--- config.mk ---
export PLATFORM = sky130hd
export DESIGN_NAME = dense_grad_input
export DESIGN_NICKNAME = d
export VERILOG_FILES = /design/src/rtl/dense_grad_input.sv
export SDC_FILE = /design/constraint.sdc
export NUM_CORES = 2
export LEC_CHECK = 0
export CORE_AREA = 2 2 420 422
export CTS_CLUSTER_SIZE = 25
export DETAILED_ROUTE_END_ITERATION = 6
export DIE_AREA = 0 0 422 424
export PLACE_DENSITY = 0.63
export SETUP_SLACK_MARGIN = 0.4
export SKIP_CTS_REPAIR_TIMING = 1
export SLEW_MARGIN = 30
export SYNTH_ARGS = -nofsm -noshare
export SYNTH_HDL_FRONTEND = slang
export SYNTH_SLANG_ARGS = --single-unit
export TNS_END_PERCENT = 30
--- constraint.sdc ---
create_clock -name clk_i -period 21.8 [get_ports clk_i]
set_clock_uncertainty 0.05 [all_clocks]
set_input_delay 2.18 -clock clk_i [delete_from_list [all_inputs] [get_ports clk_i]]
set_output_delay 2.18 -clock clk_i [all_outputs]
set_load 0.01 [all_outputs]
--- src/rtl/dense_grad_input.sv ---
// Backward pass of the dense layer: dx[i] = sum_j W(j,i) * dy[j], one dx element at a time,
// reading weights through a 1-cycle-latency port and streaming results over valid/ready.
module dense_grad_input #(
  parameter int unsigned INPUT_SIZE  = 4096,
  parameter int unsigned OUTPUT_SIZE = 128,
  parameter int unsigned DATA_WIDTH  = 8,
  parameter int unsigned ACC_WIDTH   = 24,
  parameter int unsigned SHIFT       = 0,
  localparam int unsigned AddrW = $clog2(INPUT_SIZE * OUTPUT_SIZE),
  localparam int unsigned IdxW  = (INPUT_SIZE > 1) ? $clog2(INPUT_SIZE) : 1,
  localparam int unsigned JW    = (OUTPUT_SIZE > 1) ? $clog2(OUTPUT_SIZE) : 1
) (
  input  logic                              clk_i,
  input  logic                              rst_ni,
  input  logic                              start_i,
  input  logic [DATA_WIDTH*OUTPUT_SIZE-1:0] grad_out_i,
  output logic                              w_rd_en_o,
  output logic [AddrW-1:0]                  w_addr_o,
  input  logic [DATA_WIDTH-1:0]             w_rdata_i,
  output logic [DATA_WIDTH-1:0]             dx_data_o,
  output logic [IdxW-1:0]                   dx_index_o,
  output logic                              dx_valid_o,
  input  logic                              dx_ready_i,
  output logic                              busy_o,
  output logic                              done_o
);

  typedef enum logic [1:0] {StIdle, StFetch, StDrain, StOut} state_e;

  localparam logic [JW-1:0]   JLast = JW'(OUTPUT_SIZE - 1);
  localparam logic [IdxW-1:0] ILast = IdxW'(INPUT_SIZE - 1);
  localparam logic signed [ACC_WIDTH-1:0] SatMax = ACC_WIDTH'((1 << (DATA_WIDTH - 1)) - 1);
  localparam logic signed [ACC_WIDTH-1:0] SatMin = ~SatMax;

  state_e                        state_q;
  logic [JW-1:0]                 j_q;
  logic [IdxW-1:0]               i_q;
  logic signed [ACC_WIDTH-1:0]   acc_q;
  logic [DATA_WIDTH-1:0]         dy_q [OUTPUT_SIZE];
  logic                          w_rd_en_q;
  logic [AddrW-1:0]              w_addr_q;
  logic [DATA_WIDTH-1:0]         dx_data_q;
  logic [IdxW-1:0]               dx_index_q;
  logic                          dx_valid_q;
  logic                          busy_q;
  logic                          done_q;

  logic                          data_vld;
  logic [JW-1:0]                 data_j;
  logic signed [2*DATA_WIDTH-1:0] w_ext;
  logic signed [2*DATA_WIDTH-1:0] dy_ext;
  logic signed [2*DATA_WIDTH-1:0] prod;
  logic signed [ACC_WIDTH-1:0]   prod_ext;
  logic signed [ACC_WIDTH-1:0]   acc_sum;
  logic signed [ACC_WIDTH-1:0]   shifted;
  logic [DATA_WIDTH-1:0]         sat_data;
  logic [AddrW-1:0]              fetch_addr;

  // w_rdata_i belongs to the read issued one cycle earlier, i.e. to j_q-1 (or j_q in drain).
  always_comb begin
    data_vld   = (state_q == StDrain) || ((state_q == StFetch) && (j_q != '0));
    data_j     = (state_q == StDrain) ? j_q : j_q - JW'(1);
    w_ext      = {{DATA_WIDTH{w_rdata_i[DATA_WIDTH-1]}}, w_rdata_i};
    dy_ext     = {{DATA_WIDTH{dy_q[data_j][DATA_WIDTH-1]}}, dy_q[data_j]};
    prod       = w_ext * dy_ext;
    prod_ext   = ACC_WIDTH'(prod);
    acc_sum    = acc_q + prod_ext;
    shifted    = acc_sum >>> SHIFT;
    sat_data   = shifted[DATA_WIDTH-1:0];
    if (shifted > SatMax) begin
      sat_data = SatMax[DATA_WIDTH-1:0];
    end else if (shifted < SatMin) begin
      sat_data = SatMin[DATA_WIDTH-1:0];
    end
    fetch_addr = AddrW'(j_q + JW'(1)) * AddrW'(INPUT_SIZE) + AddrW'(i_q);
  end

  always_ff @(posedge clk_i or negedge rst_ni) begin
    if (!rst_ni) begin
      state_q    <= StIdle;
      j_q        <= '0;
      i_q        <= '0;
      acc_q      <= '0;
      for (int k = 0; k < OUTPUT_SIZE; k++) dy_q[k] <= '0;
      w_rd_en_q  <= 1'b0;
      w_addr_q   <= '0;
      dx_data_q  <= '0;
      dx_index_q <= '0;
      dx_valid_q <= 1'b0;
      busy_q     <= 1'b0;
      done_q     <= 1'b0;
    end else begin
      done_q <= 1'b0;
      unique case (state_q)
        StIdle: begin
          if (start_i) begin
            for (int k = 0; k < OUTPUT_SIZE; k++) begin
              dy_q[k] <= grad_out_i[k*DATA_WIDTH +: DATA_WIDTH];
            end
            i_q       <= '0;
            j_q       <= '0;
            acc_q     <= '0;
            w_rd_en_q <= 1'b1;
            w_addr_q  <= '0;
            busy_q    <= 1'b1;
            state_q   <= StFetch;
          end
        end
        StFetch: begin
          if (data_vld) acc_q <= acc_sum;
          if (j_q == JLast) begin
            w_rd_en_q <= 1'b0;
            w_addr_q  <= '0;
            state_q   <= StDrain;
          end else begin
            j_q      <= j_q + JW'(1);
            w_addr_q <= fetch_addr;
          end
        end
        StDrain: begin
          acc_q      <= acc_sum;
          dx_valid_q <= 1'b1;
          dx_data_q  <= sat_data;
          dx_index_q <= i_q;
          state_q    <= StOut;
        end
        StOut: begin
          if (dx_ready_i) begin
            dx_valid_q <= 1'b0;
            if (i_q == ILast) begin
              busy_q  <= 1'b0;
              done_q  <= 1'b1;
              state_q <= StIdle;
            end else begin
              i_q       <= i_q + IdxW'(1);
              j_q       <= '0;
              acc_q     <= '0;
              w_rd_en_q <= 1'b1;
              w_addr_q  <= AddrW'(i_q) + AddrW'(1);
              state_q   <= StFetch;
            end
          end
        end
        default: state_q <= StIdle;
      endcase
    end
  end

  assign w_rd_en_o  = w_rd_en_q;
  assign w_addr_o   = w_addr_q;
  assign dx_data_o  = dx_data_q;
  assign dx_index_o = dx_index_q;
  assign dx_valid_o = dx_valid_q;
  assign busy_o     = busy_q;
  assign done_o     = done_q;

endmodule
==> metrics <==
# setup viols final=0; first-pass GRT wire length=277000 um; post-detail-place hpwl=153000 um; Final Max Slew Viols=0; CP delay by family, top=adder cells; Synth Flop Type=dfrtp_1; Worst Setup Start Kind=flop; initial antenna violation count=121; synthesized instance count=3579; mux cell area share after synthesis=35.7%; min-delay worst type=flop to flop; area delta synth->final=32.8%; complex-gate fraction of the synthesized area=2.36%; design area=72600 um^2; Initial Util=31.2%; Async S/R FF share, synth=100%; Chip Width=422 um; Mean Syn Cell Area=15.3 um^2; drt first pass iters=5; worst hold slack=0.426 ns; final layout net count=5819; Final Critical Period=11.68 ns; critical path class=flop to flop; FP Rows=154; fill cell instance count of the final layout=16.3k; clock latency on the worst-skew pair=0.79 ns; grt total ovfl=0; clock sink total=1112; initial drt markers=2340; vias in the first global route=37.6k; gpl congestion=0.893; CTS Root Cell=clkbuf_16; Post-Route WL=197000 um; adder-cell share of the synthesized area=5.24%; max incr delay on CP=0.71 ns; slew margin rel.=35.5%; Routed Antenna Nets=0; die area=179000 um^2; critical path arrival=12.23 ns; PnR worst setup slack=10.12 ns; CTS tree=built; core region area=175000 um^2; DP Area=68000 um^2; commonest non-fill, non-tap cell in the layout=dfrtp_1; Crit. Startpoint=state_q[0]; leakage power=33.5 nW; # IOs=1079; Synth Register Bits=1112; PortBufs=1078; Cell Pwr Density=62.0 nW/um^2; MaxCap Viol Count=0; Via Count=35.6k; fmax=0.0856 GHz; Worst Path Required=22.34 ns; number of synthesized flops with an enable pin=0; Vias/cell=5.00; commonest cells after routing, fill and taps aside=1112 x dfrtp_1, 1077 x clkdlybuf4s50_1, 1038 x mux2_2; post-layout util=41.5%; largest family of logic cells by synthesized area=multiplexers; Max VDD drop=53.0 uV; clock tree buffer depth=3; status=finished clean; Worst Setup End Kind=flop; syn nets=4781; clock-pin slew on the worst setup and hold paths=0.06 ns; synth unique cells=62; CP max stage cell=o31ai_1; Final Hold Viols=0; Critical Path Fanout Max=32; Mapped Area=54600 um^2; worst slack at placement=10.09 ns; Slew @ Worst Pin=0.968 ns; drt drc=0; cts bufs inserted=132; Final period util=53.6%; Post-Synth Simple-Gate Area=2.77%; min-delay src=w_addr_o[4]; register area share after synthesis=50.9%; H-tree levels=4; layout cell share with drive strength beyond 1=34.2%; Post-Synth XOR/XNOR Area=0.511%; Ys Warns=0; RR Startpoint=state_q[0]; RSZ-0062 raised after global routing=no; wire per inst=27.7 um; gr usage total=21.7%; pin count of the biggest net entering global routing=183; setup TNS=0 ns; Die Span Y=424 um; CP dominant cell by count=buf_4; Worst Path Buf+Inv=8
-- final cells by class --
| class | count | area (um^2) | share of cell area (%) |
|---|---|---|---|
| clock buffer | 197 | 3830 | 5.28 |
| inverter | 105 | 394 | 0.543 |
| sequential | 1112 | 27800 | 38.4 |
| multi-input combinational | 2131 | 25600 | 35.3 |
| clock inverter | 28 | 427 | 0.588 |
| timing repair buffer | 1135 | 11400 | 15.7 |
| tap | 2340 | 2930 | 4.04 |
| antenna | 69 | 173 | 0.238 |
-- sequential cells by signal, summed over array words and instances, names as in the netlist --
| name | cells |
|---|---|
| dy_q | 1024 |
| acc_q | 24 |
| w_addr_o | 19 |
| dx_index_o | 12 |
| i_q | 12 |
| dx_data_o | 8 |
| j_q | 7 |
| state_q | 2 |
| busy_o | 1 |
| done_o | 1 |
| dx_valid_o | 1 |
| w_rd_en_o | 1 |
-- cell families after synthesis --
| kind of cell | count (synthesis) |
|---|---|
| xor gates and xnor gates | 31 |
| AOI/OAI and AO/OA | 201 |
| muxes | 1433 |
| and+or+nand+nor | 300 |
| adders and majority gates | 166 |
| DFF | 1112 |
| buffers and inverters | 336 |
-- per-stage QoR --
stage / instances / total power [W]
after CTS: 7044 / 0.00455
after global routing: 7108 / 0.00465
after global placement: 6819 / 0.00235
final: 7117 / 0.00450
after detailed placement: 6819 / 0.00235
after floorplan: 3579 / 0.00210
-- layer usage --
metal	track usage (%)	routed length, um	up-vias	share of wire (%)
met4	9.84	7430	66	3.8
li1	-	-	15399	-
met3	6.97	15200	333	7.7
met2	35.7	98100	1120	50
met5	0	393	-	0.20
met1	26.0	76000	18671	39
-- tightest hold or removal path, delay by kind of cell, from the launching register on --
| kind | cells | cell delay, ns |
|---|---|---|
| and+or+nand+nor | 1 | 0.04 |
| DFF | 1 | 0.34 |
| AOI/OAI and AO/OA | 1 | 0.06 |
-- report_power, final --
group | total (W) | leakage [nW] | internal, W | switching [W]
Combinational | 0.000249 | 16.0 | 0.000167 | 0.0000825
Clock | 0.00219 | 2.06 | 0.00127 | 0.000917
Sequential | 0.00206 | 15.5 | 0.00206 | 0
-- synth_stat cells, types with 40 or more instances --
cell type,instances,share of area [%]
mux2_2,1038,21
inv_1,105,0.72
fa_1,105,3.8
mux4_2,304,13
mux2i_1,83,1.5
o21ai_0,58,0.53
a21oi_1,40,0.37
nand2_1,104,0.71
ha_1,61,1.4
nor2b_1,53,0.61
dfrtp_1,1112,51
clkbuf_1,160,1.1
buf_2,44,0.40
-- worst paths after layout --
kind / end / slack, ns / depth (start not counted)
setup / recovery: dx_data_o[5] / 10.12 / 31
hold / removal: w_addr_o[4] / 0.43 / 2
setup reg to reg: dx_data_o[5] / 10.12 / 31
hold reg to reg: w_addr_o[4] / 0.43 / 2
max in group asynchronous: dy_q[14] / 16.72 / 7
min in group asynchronous: dy_q[175] / 1.30 / 1
No activity file was read; power rests on OpenSTA's default activity.
